### src/rtl/mmio_bus_decoder_pkg.sv
// Shared definitions for the MMIO bus decoder: FSM encoding, default
// region map and error-counter sizing.
package mmio_bus_decoder_pkg;

  // Transaction FSM encoding.
  typedef enum logic [1:0] {
    ST_IDLE   = 2'd0,
    ST_ACCESS = 2'd1,
    ST_RESP   = 2'd2
  } state_t;

  // Default four-slave map, slave 0 in the least significant word:
  //   slave 0:   0 ..  127
  //   slave 1: 128 ..  130
  //   slave 2: 256 ..  259
  //   slave 3: 512 .. 1023
  localparam logic [127:0] DEF_REGION_BASE  = {32'd512,  32'd256, 32'd128, 32'd0};
  localparam logic [127:0] DEF_REGION_LIMIT = {32'd1023, 32'd259, 32'd130, 32'd127};

  localparam int ERR_CNT_W = 8;

  // Saturating increment for the error counter.
  function automatic logic [ERR_CNT_W-1:0] err_cnt_inc(input logic [ERR_CNT_W-1:0] v);
    return (v == {ERR_CNT_W{1'b1}}) ? v : v + ERR_CNT_W'(1);
  endfunction

endpackage

### src/rtl/mmio_bus_decoder_addr_match.sv
// Combinational region lookup: reports whether an address falls in any
// slave window, which slave owns it (lowest index wins on overlap) and
// that slave's base address.
module addr_match
  import mmio_bus_decoder_pkg::*;
#(
  parameter int NUM_SLAVES = 4,
  parameter int ADDR_WIDTH = 32,
  parameter logic [NUM_SLAVES*ADDR_WIDTH-1:0] REGION_BASE  = DEF_REGION_BASE,
  parameter logic [NUM_SLAVES*ADDR_WIDTH-1:0] REGION_LIMIT = DEF_REGION_LIMIT,
  localparam int IDX_W = (NUM_SLAVES > 1) ? $clog2(NUM_SLAVES) : 1
) (
  input  logic [ADDR_WIDTH-1:0] addr,
  output logic                  hit,
  output logic [IDX_W-1:0]      idx,
  output logic [ADDR_WIDTH-1:0] base
);

  // Scan from the highest slave down so the lowest matching index is the
  // last assignment and therefore wins.
  always_comb begin
    hit  = 1'b0;
    idx  = '0;
    base = '0;
    for (int k = NUM_SLAVES - 1; k >= 0; k--) begin
      if ((addr >= REGION_BASE[k*ADDR_WIDTH +: ADDR_WIDTH]) &&
          (addr <= REGION_LIMIT[k*ADDR_WIDTH +: ADDR_WIDTH])) begin
        hit  = 1'b1;
        idx  = IDX_W'(k);
        base = REGION_BASE[k*ADDR_WIDTH +: ADDR_WIDTH];
      end
    end
  end

endmodule

### src/rtl/mmio_bus_decoder.sv
// MMIO bus decoder: routes one master request at a time to the owning
// slave region, waits for that slave's acknowledge (bounded by TIMEOUT)
// and returns a single-cycle response.
//
// Handshake: the master raises i_req with address/data stable; it is only
// sampled in IDLE. The response is the one-cycle o_ready strobe, with
// o_rdata/o_err valid only while o_ready=1. Toward the slaves, o_sel[k]
// stays high for the whole access and only i_sack[k] of the selected slave
// completes it; i_sdata slice k is sampled in the same cycle as i_sack[k].
module mmio_bus_decoder
  import mmio_bus_decoder_pkg::*;
#(
  parameter int ADDR_WIDTH = 32,
  parameter int DATA_WIDTH = 32,
  parameter int NUM_SLAVES = 4,
  parameter logic [NUM_SLAVES*ADDR_WIDTH-1:0] REGION_BASE  = DEF_REGION_BASE,
  parameter logic [NUM_SLAVES*ADDR_WIDTH-1:0] REGION_LIMIT = DEF_REGION_LIMIT,
  parameter int TIMEOUT = 15
) (
  input  logic                             clk,
  input  logic                             rst,
  input  logic                             i_req,
  input  logic                             i_we,
  input  logic [ADDR_WIDTH-1:0]            i_addr,
  input  logic [DATA_WIDTH-1:0]            i_wdata,
  output logic                             o_ready,
  output logic [DATA_WIDTH-1:0]            o_rdata,
  output logic                             o_err,
  output logic [NUM_SLAVES-1:0]            o_sel,
  output logic [NUM_SLAVES-1:0]            o_we,
  output logic [ADDR_WIDTH-1:0]            o_addr,
  output logic [DATA_WIDTH-1:0]            o_wdata,
  input  logic [NUM_SLAVES*DATA_WIDTH-1:0] i_sdata,
  input  logic [NUM_SLAVES-1:0]            i_sack,
  output logic [ADDR_WIDTH-1:0]            o_err_addr,
  output logic [ERR_CNT_W-1:0]             o_err_cnt
);

  localparam int IDX_W = (NUM_SLAVES > 1) ? $clog2(NUM_SLAVES) : 1;
  localparam int CNT_W = (TIMEOUT > 0) ? $clog2(TIMEOUT + 1) : 1;

  state_t                  state_q;
  logic [IDX_W-1:0]        sel_idx_q;
  logic                    we_q;
  logic [ADDR_WIDTH-1:0]   abs_addr_q;
  logic [CNT_W-1:0]        wait_cnt;

  logic                    m_hit;
  logic [IDX_W-1:0]        m_idx;
  logic [ADDR_WIDTH-1:0]   m_base;
  logic [NUM_SLAVES-1:0]   hit_onehot;
  logic                    sel_ack;
  logic [DATA_WIDTH-1:0]   sel_sdata;

  addr_match #(
    .NUM_SLAVES  (NUM_SLAVES),
    .ADDR_WIDTH  (ADDR_WIDTH),
    .REGION_BASE (REGION_BASE),
    .REGION_LIMIT(REGION_LIMIT)
  ) u_addr_match (
    .addr(i_addr),
    .hit (m_hit),
    .idx (m_idx),
    .base(m_base)
  );

  // Only the selected slave's acknowledge and data lane matter.
  assign hit_onehot = NUM_SLAVES'(1) << m_idx;
  assign sel_ack    = i_sack[sel_idx_q];
  assign sel_sdata  = i_sdata[sel_idx_q*DATA_WIDTH +: DATA_WIDTH];

  // Transaction FSM with all outputs registered.
  always_ff @(posedge clk) begin
    if (rst) begin
      state_q    <= ST_IDLE;
      sel_idx_q  <= '0;
      we_q       <= 1'b0;
      abs_addr_q <= '0;
      wait_cnt   <= '0;
      o_ready    <= 1'b0;
      o_rdata    <= '0;
      o_err      <= 1'b0;
      o_sel      <= '0;
      o_we       <= '0;
      o_addr     <= '0;
      o_wdata    <= '0;
      o_err_addr <= '0;
      o_err_cnt  <= '0;
    end else begin
      o_ready <= 1'b0;
      case (state_q)
        ST_IDLE: begin
          o_rdata <= '0;
          o_err   <= 1'b0;
          if (i_req) begin
            abs_addr_q <= i_addr;
            if (m_hit) begin
              sel_idx_q <= m_idx;
              we_q      <= i_we;
              o_addr    <= i_addr - m_base;
              o_wdata   <= i_wdata;
              o_sel     <= hit_onehot;
              o_we      <= i_we ? hit_onehot : '0;
              wait_cnt  <= '0;
              state_q   <= ST_ACCESS;
            end else begin
              // Unmapped: answer immediately with an error.
              o_ready    <= 1'b1;
              o_err      <= 1'b1;
              o_err_addr <= i_addr;
              o_err_cnt  <= err_cnt_inc(o_err_cnt);
              state_q    <= ST_RESP;
            end
          end
        end

        ST_ACCESS: begin
          if (sel_ack) begin
            // Ack beats timeout when both land in the same cycle.
            o_ready <= 1'b1;
            o_err   <= 1'b0;
            o_rdata <= we_q ? '0 : sel_sdata;
            o_sel   <= '0;
            o_we    <= '0;
            state_q <= ST_RESP;
          end else if (wait_cnt == CNT_W'(TIMEOUT)) begin
            o_ready    <= 1'b1;
            o_err      <= 1'b1;
            o_rdata    <= '0;
            o_err_addr <= abs_addr_q;
            o_err_cnt  <= err_cnt_inc(o_err_cnt);
            o_sel      <= '0;
            o_we       <= '0;
            state_q    <= ST_RESP;
          end else begin
            wait_cnt <= wait_cnt + CNT_W'(1);
          end
        end

        ST_RESP: begin
          o_rdata <= '0;
          o_err   <= 1'b0;
          state_q <= ST_IDLE;
        end

        default: begin
          o_sel   <= '0;
          o_we    <= '0;
          state_q <= ST_IDLE;
        end
      endcase
    end
  end

endmodule

### config.mk
export PLATFORM = sky130hd
export DESIGN_NAME = mmio_bus_decoder
export DESIGN_NICKNAME = d
export VERILOG_FILES = /design/src/rtl/mmio_bus_decoder_pkg.sv /design/src/rtl/mmio_bus_decoder_addr_match.sv /design/src/rtl/mmio_bus_decoder.sv
export SDC_FILE = /design/constraint.sdc
export NUM_CORES = 1
export LEC_CHECK = 0
export ABC_AREA = 1
export BUFFER_PORTS_ARGS = -buffer_cell sky130_fd_sc_hd__clkbuf_2
export CAP_MARGIN = 15
export CORE_MARGIN = 2
export CORE_UTILIZATION = 40
export DETAILED_ROUTE_END_ITERATION = 7
export HOLD_SLACK_MARGIN = 0.15
export PLACE_DENSITY = 0.68
export RECOVER_POWER = 100
export SLEW_MARGIN = 15
export SYNTH_ARGS = -nofsm -noshare
export SYNTH_HDL_FRONTEND = slang
export SYNTH_SLANG_ARGS = --single-unit
### constraint.sdc
create_clock -name clk -period 5.3 [get_ports clk]
set_input_delay 0.53 -clock clk [delete_from_list [all_inputs] [get_ports clk]]
set_output_delay 0.53 -clock clk [all_outputs]
set_load 0.02 [all_outputs]
==> flow_metrics.tcl <==
set metrics [dict create \
    status "finished, violations left" \
    violations "max-capacitance violations, max-slew violations" \
    drt_iter0_markers 499 \
    drc 0 \
    die_w_um 148.9 \
    startpoint "sel_idx_q[0]" \
    syn_nets 1369 \
    antenna_found_initial 2 \
    hp-start "i_wdata[30]" \
    endpoint_kind "register" \
    ys_types 39 \
    rsz0062_at_grt "no" \
    place_congestion 0.8695 \
    rr_startpoint "sel_idx_q[0]" \
    cts_setup_buffers 0 \
    finalCriticalPeriod_ps 4174 \
    critPathMaxFanout 67 \
    finalSetupViolCount 0 \
    cp_slowest_stage_delay_ps 1220 \
    netSwitchingFraction 0.2799 \
    hold_end "o_wdata[30]" \
    cp.arrival_ps 4540 \
    crit_chain "buf_4 > o21ai_0 > o21ai_0 > nor2_1 > a21oi_1 > inv_1 > buf_4 > nor2_1 > buf_4 > nand2_1 > a21oi_1" \
    p_switching_mw 0.8765 \
    vias 9056 \
    final_cell_count_no_fill 1742 \
    first_pass_iters 6 \
    worst_pin_slew_ps 1835 \
    wire_per_inst_um 15.76 \
    finalHoldViolCount 0 \
    maxCapViolations 2 \
    cts_tree "yes" \
    grt_pass1_wl_um 42810 \
    nets 1662 \
    layout_common_cells "nor2_1, clkbuf_2, dfxtp_1" \
    pwr-share-seq 0.472 \
    hold_depth 3 \
    p_comb_frac 0.109 \
    synthCells 1159 \
    cp.required_ps 5660 \
    ys_warn_count 0 \
    cts_max_level 4 \
    synth_area_um2 8402 \
    crit_family "simple AND/OR/NAND/NOR gates" \
    utilization 0.5079 \
    reg2reg_slack_ps 1130 \
    crit_top_cell "buf_4" \
    final_common_cell "nor2_1" \
    p_int_mw 2.255 \
    slew_headroom -0.2246 \
    cts_root_buf "clkbuf_16" \
    ff2ff_path_depth 11 \
    dp_hpwl_um 19490 \
    grt_pass1_vias 8353 \
    hold_path_class "input pin to register" \
    cts.clk_slew.worst_paths_ps 80 \
    avgSynthCellArea_um2 7.249 \
    r2r-end "o_rdata[31]" \
    port_buffers 345 \
    dieArea_um2 22180 \
    tns_ps 0 \
    pwr-share-clk 0.418 \
    synthToLayoutAreaGrowth_pct 25.87 \
    start_kind "register" \
    core_area_um2 20820 \
    start_util 0.4035 \
    ctsHoldBuffers 0 \
    numClockSinks 187 \
    ys_ff_latch 187 \
    fp-row-count 53 \
    crit_buf_inv 4 \
    fin_skew_ps 23.15 \
    seq_area_frac_synth 0.4456 \
    fin_crit_sh 0.7876 \
    routed_wl_um 27450 \
    cts_made_buffers 17 \
    die_h_um 148.9 \
    ir_drop_mv 0.2354 \
    power_density_nw_per_um2 296.1 \
    cts_buffer_depth 2 \
    clock_latency_ps 440 \
    dp_cells 1708 \
    gr-usage-all-layers 0.2419 \
    grt_start_max_net_pins 69 \
    fmax_ghz 0.2396 \
    drive_gt1_frac 0.1768 \
    p_leak_nw 4.527 \
    slowest_stage "nor2_1" \
    ios 346 \
    path_class "register to register" \
    grt-ovfl-total 0 \
    antenna_left 0 \
    vias_per_cell 5.199 \
    final_max_slew_viol_count 93 \
    postCtsResizedCells 0 \
]
## kinds of logic (layout without fill, tap and decap cells)
kind of cell / count (synthesis) / after routing / synth area share
AND/OR/NAND/NOR: 444 / 444 / 0.2155
AO/OA/AOI/OAI: 367 / 367 / 0.2429
flip-flops: 187 / 187 / 0.4456
buffers and inverters: 143 / 449 / 0.07193
adder cells (fa/ha/maj): 10 / 10 / 0.01579
XOR/XNOR: 8 / 8 / 0.008340
other: 0 / 2 / 0
## cells in the mapped netlist, drive strengths merged
library cell    n  area share
nor3b           1     0.00089
o21ai         168        0.10
nand3          27       0.019
a22oi          10      0.0089
inv            61       0.027
dfxtp         187        0.45
o2111ai        32       0.033
nand4           3      0.0022
nor2          231        0.11
a21oi         118       0.070
nor3            5      0.0030
o21a            1     0.00089
fa              1      0.0024
ha              9       0.013
buf            22       0.018
o211ai          1     0.00089
o21bai          2      0.0018
or2             7      0.0052
clkinv          1     0.00045
a211oi          1     0.00089
clkbuf         59       0.026
o22ai          32       0.024
nand2         170       0.077
a31oi           2      0.0015
xnor2           1      0.0010
xor2            7      0.0073
## worst min-delay path, stage by stage
cell and delay [ps]:
clkbuf_2 80, nor2_1 30, nor2_1 80
## final cells by class
type,count,area [um2]
Timing Repair Buffer,355,1613
Tap cell,275,344.1
Multi-Input combinational cell,829,4033
Clock buffer,17,425.4
Antenna cell,2,5.005
Clock inverter,15,178.9
Fill cell,2193,10250
Inverter,62,232.7
Sequential cell,187,3744
## stage by stage
stage / setup WS [ps] / instance area [um2] / power (mW) / hold slack [ps]
after floorplan: 2392 / 8402 / 1.702 / 430.1
after global placement: 1780 / 10180 / 1.857 / 433.8
after detailed placement: 1636 / 10180 / 1.862 / 439.3
after CTS: 1802 / 10780 / 3.173 / 302.1
after global routing: 743.1 / 10580 / 3.261 / 304.5
final: 1126 / 10580 / 3.131 / 320.0
## power by group through the flow
| stage | clock [mW] | combinational (mW) | sequential [mW] |
|---|---|---|---|
| after floorplan | 0 | 0.165 | 1.54 |
| after global placement | 0 | 0.347 | 1.51 |
| after detailed placement | 0 | 0.351 | 1.51 |
| after CTS | 1.34 | 0.352 | 1.48 |
| after global routing | 1.40 | 0.380 | 1.48 |
| final | 1.31 | 0.342 | 1.48 |
## flip-flops by register name, indices dropped and copies added (netlist names), 2 cells and up
register    flops
wait_cnt        4
o_we            4
o_err_addr     32
o_rdata        32
o_addr         32
o_wdata        32
o_err_cnt       8
sel_idx_q       2
abs_addr_q     32
state_q         2
o_sel           4
## per-layer routing
layer	part of all wire	vias up	GRT usage
met4	0.050	0	0.1305
li1	-	4489	-
met1	0.42	4146	0.2901
met3	0.072	60	0.05933
met5	0	-	0
met2	0.46	361	0.3998
## worst max-delay path by stage
| stage | to | depth (start not counted) |
|---|---|---|
| global placement | o_addr[21] | 17 |
| CTS | o_err_addr[4] | 9 |
| finish | o_rdata[31] | 11 |
| floorplan | o_addr[15] | 16 |
| global route | o_rdata[9] | 11 |
| detailed placement | o_addr[21] | 17 |
Power figures use the tool's default switching activity.
